### config.mk
export PLATFORM = sky130hd
export DESIGN_NAME = pp_group_accum
export DESIGN_NICKNAME = d
export VERILOG_FILES = /design/src/rtl/mac_pkg.sv /design/src/rtl/pp_acc_add.sv /design/src/rtl/pp_group_accum.sv
export SDC_FILE = /design/constraint.sdc
export NUM_CORES = 1
export LEC_CHECK = 0
export CORE_ASPECT_RATIO = 1.75
export CORE_MARGIN = 1
export CORE_UTILIZATION = 32
export DETAILED_ROUTE_END_ITERATION = 10
export PLACE_DENSITY = 0.59
export REMOVE_ABC_BUFFERS = 1
export SETUP_SLACK_MARGIN = 0.02
export SLEW_MARGIN = 20
export SYNTH_ARGS = -nofsm -noshare
export SYNTH_HDL_FRONTEND = slang
export SYNTH_SLANG_ARGS = --single-unit
### constraint.sdc
create_clock -name i_clk -period 3.7 [get_ports i_clk]
set_input_delay 0.74 -clock i_clk [delete_from_list [all_inputs] [get_ports i_clk]]
set_output_delay 0.74 -clock i_clk [all_outputs]
set_load 0.05 [all_outputs]
### src/rtl/mac_pkg.sv
// Constants and types shared by the MAC subsystem stages (align, group accumulate, normalise).
package mac_pkg;

    localparam int PP_W  = 15;
    localparam int EXP_W = 6;
    localparam int QF_W  = 5;
    localparam int CNT_W = 4;

    typedef enum logic {
        ST_IDLE,
        ST_ACC
    } acc_state_e;

endpackage

### src/rtl/pp_acc_add.sv
// Signed accumulator adder: ACC_W accumulator plus sign-extended PP_W partial product.
// With PP_GROUP_ACCUM_SAT_EN defined the result clamps and ovf_o flags the clamp.
module pp_acc_add
    import mac_pkg::*;
#(
    parameter int ACC_W = 19
) (
    input  logic [ACC_W-1:0] acc_i,
    input  logic [PP_W-1:0]  pp_i,
    output logic [ACC_W-1:0] sum_o,
    output logic             ovf_o
);

    logic [ACC_W-1:0] pp_ext;

    assign pp_ext = ACC_W'($signed(pp_i));

`ifdef PP_GROUP_ACCUM_SAT_EN
    logic [ACC_W:0] wide;

    // One guard bit: the top two bits disagree exactly when the true sum leaves the ACC_W range.
    assign wide  = {acc_i[ACC_W-1], acc_i} + {pp_ext[ACC_W-1], pp_ext};
    assign ovf_o = wide[ACC_W] ^ wide[ACC_W-1];

    always_comb begin
        sum_o = wide[ACC_W-1:0];
        if (ovf_o) begin
            sum_o = wide[ACC_W] ? {1'b1, {(ACC_W-1){1'b0}}} : {1'b0, {(ACC_W-1){1'b1}}};
        end
    end
`else
    assign sum_o = acc_i + pp_ext;
    assign ovf_o = 1'b0;
`endif

endmodule

### src/rtl/pp_group_accum.sv
// Sums GROUP aligned partial products into one signed result with the group's max_exp / Q_frac.
// Optional saturating arithmetic is enabled by defining PP_GROUP_ACCUM_SAT_EN.
module pp_group_accum
    import mac_pkg::*;
#(
    parameter int GROUP = 9,
    parameter int ACC_W = 19
) (
    input  logic             i_clk,
    input  logic             i_rst_n,
    input  logic             i_valid,
    input  logic [PP_W-1:0]  align_pp,
    input  logic [EXP_W-1:0] i_max_exp,
    input  logic [QF_W-1:0]  i_Q_frac,
    input  logic             i_flush,
    output logic             o_valid,
    output logic [ACC_W-1:0] o_sum,
    output logic [EXP_W-1:0] o_max_exp,
    output logic [QF_W-1:0]  o_Q_frac,
    output logic             o_err,
    output logic [CNT_W-1:0] o_cnt
);

    acc_state_e       state_q, state_d;
    logic [CNT_W-1:0] cnt_q, cnt_d;
    logic [ACC_W-1:0] acc_q, acc_d;
    logic [EXP_W-1:0] exp_q, exp_d;
    logic [QF_W-1:0]  qf_q, qf_d;
    logic [ACC_W-1:0] sum_q, sum_d;
    logic [EXP_W-1:0] oexp_q, oexp_d;
    logic [QF_W-1:0]  oqf_q, oqf_d;
    logic             valid_q, valid_d;
    logic             err_q, err_d;

    logic             base_zero;
    logic             beat_last;
    logic             mismatch;
    logic [ACC_W-1:0] acc_base;
    logic [ACC_W-1:0] add_sum;
    logic             add_ovf;

    // NOTE: sequential state uses non-blocking assignments so every register samples pre-edge values.
    always_ff @(posedge i_clk or negedge i_rst_n) begin
        if (!i_rst_n) begin
            state_q <= ST_IDLE;
        end else begin
            state_q <= state_d;
        end
    end

    // NOTE: every combinational output gets a default first, so no path can infer a latch.
    always_comb begin
        state_d = state_q;
        if (i_flush) begin
            state_d = (i_valid && GROUP > 1) ? ST_ACC : ST_IDLE;
        end else if (i_valid) begin
            state_d = beat_last ? ST_IDLE : ST_ACC;
        end
    end

    // A flushed or idle cycle starts from an empty group, so the adder sees zero.
    always_comb begin
        base_zero = i_flush || (state_q == ST_IDLE);
        beat_last = 1'b0;
        mismatch  = 1'b0;
        if (i_valid && !i_flush) begin
            beat_last = base_zero ? (GROUP == 1) : (cnt_q == CNT_W'(GROUP - 1));
        end
        if (i_valid && !base_zero) begin
            mismatch = (i_max_exp != exp_q) || (i_Q_frac != qf_q);
        end
    end

    assign acc_base = base_zero ? '0 : acc_q;

    pp_acc_add #(
        .ACC_W (ACC_W)
    ) u_add (
        .acc_i (acc_base),
        .pp_i  (align_pp),
        .sum_o (add_sum),
        .ovf_o (add_ovf)
    );

    always_comb begin
        cnt_d   = cnt_q;
        acc_d   = acc_q;
        exp_d   = exp_q;
        qf_d    = qf_q;
        sum_d   = sum_q;
        oexp_d  = oexp_q;
        oqf_d   = oqf_q;
        valid_d = beat_last;
        err_d   = err_q | mismatch | (i_valid & add_ovf);

        if (i_flush) begin
            cnt_d = (i_valid && GROUP > 1) ? CNT_W'(1) : '0;
        end else if (i_valid) begin
            cnt_d = beat_last ? '0 : cnt_q + CNT_W'(1);
        end

        if (i_valid || i_flush) begin
            acc_d = (state_d == ST_ACC) ? add_sum : '0;
        end

        if (i_valid && base_zero) begin
            exp_d = i_max_exp;
            qf_d  = i_Q_frac;
        end

        // A single-beat group has no latched metadata yet, so it comes straight from the inputs.
        if (beat_last) begin
            sum_d  = add_sum;
            oexp_d = base_zero ? i_max_exp : exp_q;
            oqf_d  = base_zero ? i_Q_frac  : qf_q;
        end
    end

    always_ff @(posedge i_clk or negedge i_rst_n) begin
        if (!i_rst_n) begin
            cnt_q   <= '0;
            acc_q   <= '0;
            exp_q   <= '0;
            qf_q    <= '0;
            sum_q   <= '0;
            oexp_q  <= '0;
            oqf_q   <= '0;
            valid_q <= 1'b0;
            err_q   <= 1'b0;
        end else begin
            cnt_q   <= cnt_d;
            acc_q   <= acc_d;
            exp_q   <= exp_d;
            qf_q    <= qf_d;
            sum_q   <= sum_d;
            oexp_q  <= oexp_d;
            oqf_q   <= oqf_d;
            valid_q <= valid_d;
            err_q   <= err_d;
        end
    end

    assign o_valid   = valid_q;
    assign o_sum     = sum_q;
    assign o_max_exp = oexp_q;
    assign o_Q_frac  = oqf_q;
    assign o_err     = err_q;
    assign o_cnt     = cnt_q;

endmodule

==> flow_summary_export.csv <==
group,metric,value,unit
run_status,status,"complete, but fails checks",
run_status,violations,"design-rule violations",
worst_setup_path,cp.required,3.97,ns
timing,hold_violations,0,
timing,setup_viol,0,
timing,setup_ws,0.391,ns
clocking,clockBufferDepth,2,
grt,use_met3,3.12,%
worst_setup_path,r2r-end,"o_sum[13]",
routing,routed_wl,9830,um
final_layout,drive_gt1_share,13.5,%
timing,fmax,302,MHz
worst_setup_path,slowest_stage,"or4_1",
timing,worst_pin_slew,0.984,ns
yosys,ys_seq_area_share,44.6,%
worst_setup_path,worst_setup_path_start_kind,"input port",
routing,vias,3126,
worst_setup_path,crit_family,"simple AND/OR/NAND/NOR gates",
routing,drt_iter0_markers,97,
final_layout,multiInputGateArea,0.00197,mm^2
routing,via_per_inst,5.19,
grt,use_met2,32.0,%
floorplan,fp-row-count,52,
timing,fin_crit_sh,89.4,%
worst_setup_path,crit_type,"input port to register",
yosys,postSynthCellCount,385,
worst_setup_path,rr_worst_depth,11,
placement,gp_congestion,0.869,
clocking,clk_pin_slew_worst_paths,0.06,ns
timing,clock_skew,0.0101,ns
power,power_frac_clock,42.6,%
floorplan,core,0.0115,mm^2
floorplan,start_util,32.7,%
clocking,cts-htree-levels,3,
power,p_sw,569,uW
clocking,hold_buffers,0,
timing,hold-worst-slack,0.244,ns
routing,wire_per_inst,16.3,um
clocking,cts_buffers,9,
worst_setup_path,slowest_delay,0.47,ns
final_layout,nNetsFinal,513,
timing,slew_viol_final,0,
grt,grt_first_pass_wirelength,16500,um
final_layout,areaGrowthSynthToFinish,32.0,%
grt,track_usage,17.3,%
worst_setup_path,end_kind,"register",
clocking,cts_setup_buffers,0,
clocking,cts.sinks,67,
clocking,clock_latency,0.34,ns
final_layout,regArea,0.00168,mm^2
timing,rsz0062_at_grt,"no",
floorplan,dieArea,0.0122,mm^2
grt,overflow,0,
floorplan,die_w,84.0,um
worst_setup_path,worst-path-buf-inv,3,
power,irDropWorstVdd,0.000302,V
placement,dp_hpwl,7430,um
worst_hold_path,hold_path.class,"input port to async pin",
power,p_leak,2.31,nW
timing,finalCriticalPeriod,3.31,ns
power,swShare,27.2,%
worst_setup_path,r2r_slack,0.83,ns
floorplan,ios,66,
yosys,async_flop_share,100,%
worst_setup_path,cp.arrival,3.58,ns
worst_setup_path,path_common_cell,"nor2b_1",
flow_run,drv_cap,0,
clocking,cts_tree,"built",
placement,placed_area,0.00465,mm^2
routing,ant_nets,0,
grt,antenna_found_initial,0,
timing,slew_headroom,34.1,%
final_layout,n_antenna_cell,0,
placement,dp_slack,0.0545,ns
yosys,syn_avg_cell_area,9.77,um^2
yosys,ys_types,51,
timing,tns,0,ns
floorplan,die_h,145,um
final_layout,final_area,0.00496,mm^2
yosys,synthesis.area,0.00376,mm^2
yosys,synth-edff-count,0,
yosys,yosysWarnings,0,
grt,grt-busiest-layer,"met2",
power,p_comb_share,18.0,%
clocking,clockRootBuffer,"clkbuf_16",
power,cellPowerDensity,421,mW/mm^2
grt,use_met1,18.3,%
worst_setup_path,path_cells,"clkdlybuf4s50_1 > nor2b_1 > buf_4 > and2_1 > ha_1 > inv_1 > fa_1 > nor2b_1 > o2111ai_1 > a211oi_2 > nor2_2 > or4_1 > nand3_1",
final_layout,fill_cells,1137,
placement,portBuffers,65,
worst_setup_path,critPathMaxFanout,7,
routing,drc,5,
clocking,cts_resized,0,
routing,firstDrtPassIters,7,
worst_setup_path,r2r_start,"state_q",
grt,grt_start_max_net_pins,36,
yosys,ys.flop_type,"dfrtp_1",
yosys,synth_seq_cells,67,
power,power_frac_seq,39.3,%
power,power.internal,1.52,mW
grt,grt_pass1_vias,3357,
## kinds of logic (layout without fill, tap and decap cells)
kind of cell / Yosys count / after routing / share of synthesized area (%)
buffers and inverters: 27 / 109 / 3.03
AOI/OAI and AO/OA: 83 / 83 / 15.8
and+or+nand+nor: 140 / 140 / 17.2
muxes: 21 / 21 / 6.22
adders and majority gates: 21 / 21 / 7.18
DFF: 67 / 67 / 44.6
xor gates and xnor gates: 26 / 26 / 6.05
## how the worst max path moves through the flow
stage,startpoint,end,slack (ns),depth (start not counted)
floorplan,i_flush,acc_q[16],0.33,11
global placement,i_flush,o_sum[17],0.10,12
detailed placement,i_flush,o_sum[16],0.05,13
CTS,i_flush,o_sum[16],0.40,13
global route,i_flush,acc_q[16],0.23,13
finish,i_flush,o_sum[16],0.39,13
## synthesized netlist by cell type, types with 9 or more instances
cell type	count	area, um^2
clkbuf_1	10	37.5
a21oi_1	15	75.1
and2_1	19	119
nand2_1	74	278
dfrtp_1	67	1680
xnor2_1	20	175
o21ai_0	10	50.1
inv_1	9	33.8
ha_1	20	250
a22o_1	14	123
mux2_2	19	214
nor2_1	16	60.1
## routing by layer
layer	share of wire (%)	up-vias
li1	-	1502
met1	38	1530
met2	55	71
met3	3.2	23
met4	3.2	0
met5	0	-
## stage by stage
step	total power [mW]	cells	util [%]
6_report	2.09	602	43.1
4_1_cts	2.12	602	43.1
2_1_floorplan	1.07	367	-
3_5_place_dp	1.21	586	40.4
3_3_place_gp	1.20	586	40.4
5_1_grt	2.18	602	43.1
## cell type report
cell class,instances,area share [%]
Sequential cell,67,33.8
Timing Repair Buffer,84,16.1
Tap cell,135,3.40
Inverter,9,0.680
Clock inverter,5,1.21
Clock buffer,11,5.09
Multi-Input combinational cell,291,39.7
## power by group through the flow
stage / logic (mW) / clock network, mW / registers (mW)
after floorplan: 0.225 / 0 / 0.841
after global placement: 0.369 / 0 / 0.834
after detailed placement: 0.377 / 0 / 0.835
after CTS: 0.380 / 0.913 / 0.823
after global routing: 0.415 / 0.939 / 0.830
final: 0.377 / 0.891 / 0.823
## registers in the layout, summed over array words and instances, names as in the netlist
register / count
acc_q: 19
exp_q: 6
o_Q_frac: 5
o_cnt: 4
o_err: 1
o_max_exp: 6
o_sum: 19
o_valid: 1
qf_q: 5
state_q: 1
## worst reg2reg max path, stage by stage, from the launching register on
cell	delay, ns
dfrtp_1	0.40
nor2b_1	0.14
buf_4	0.16
buf_4	0.16
and2_1	0.16
ha_1	0.31
nand4_1	0.13
or3_1	0.37
a41oi_2	0.30
a41oi_1	0.19
xnor2_1	0.17
mux2_2	0.27
## placed cells by master (no fill, tap or decap), types with 2 or more instances in the layout
cell	synthesis	routed
nand2_1	74	74
dfrtp_1	67	67
clkdlybuf4s50_1	0	64
xnor2_1	20	20
ha_1	20	20
and2_1	19	19
mux2_2	19	19
buf_4	0	18
nor2_1	16	16
a21oi_1	15	15
a22o_1	14	14
o21ai_0	10	10
inv_1	9	9
clkbuf_16	0	9
nand3_1	7	7
o21ai_1	7	7
a21o_1	7	7
nand4_1	6	6
xor2_1	6	6
nor2b_1	4	4
o21bai_1	4	4
o31ai_1	3	3
a31oi_1	3	3
o2111ai_1	3	3
and3_1	3	3
nor3_1	2	2
o21a_1	2	2
mux2i_1	2	2
or3_1	2	2
or4_1	2	2
a22oi_1	2	2
clkbuf_8	0	2
Note: power is estimated with default switching activity, not from simulation.
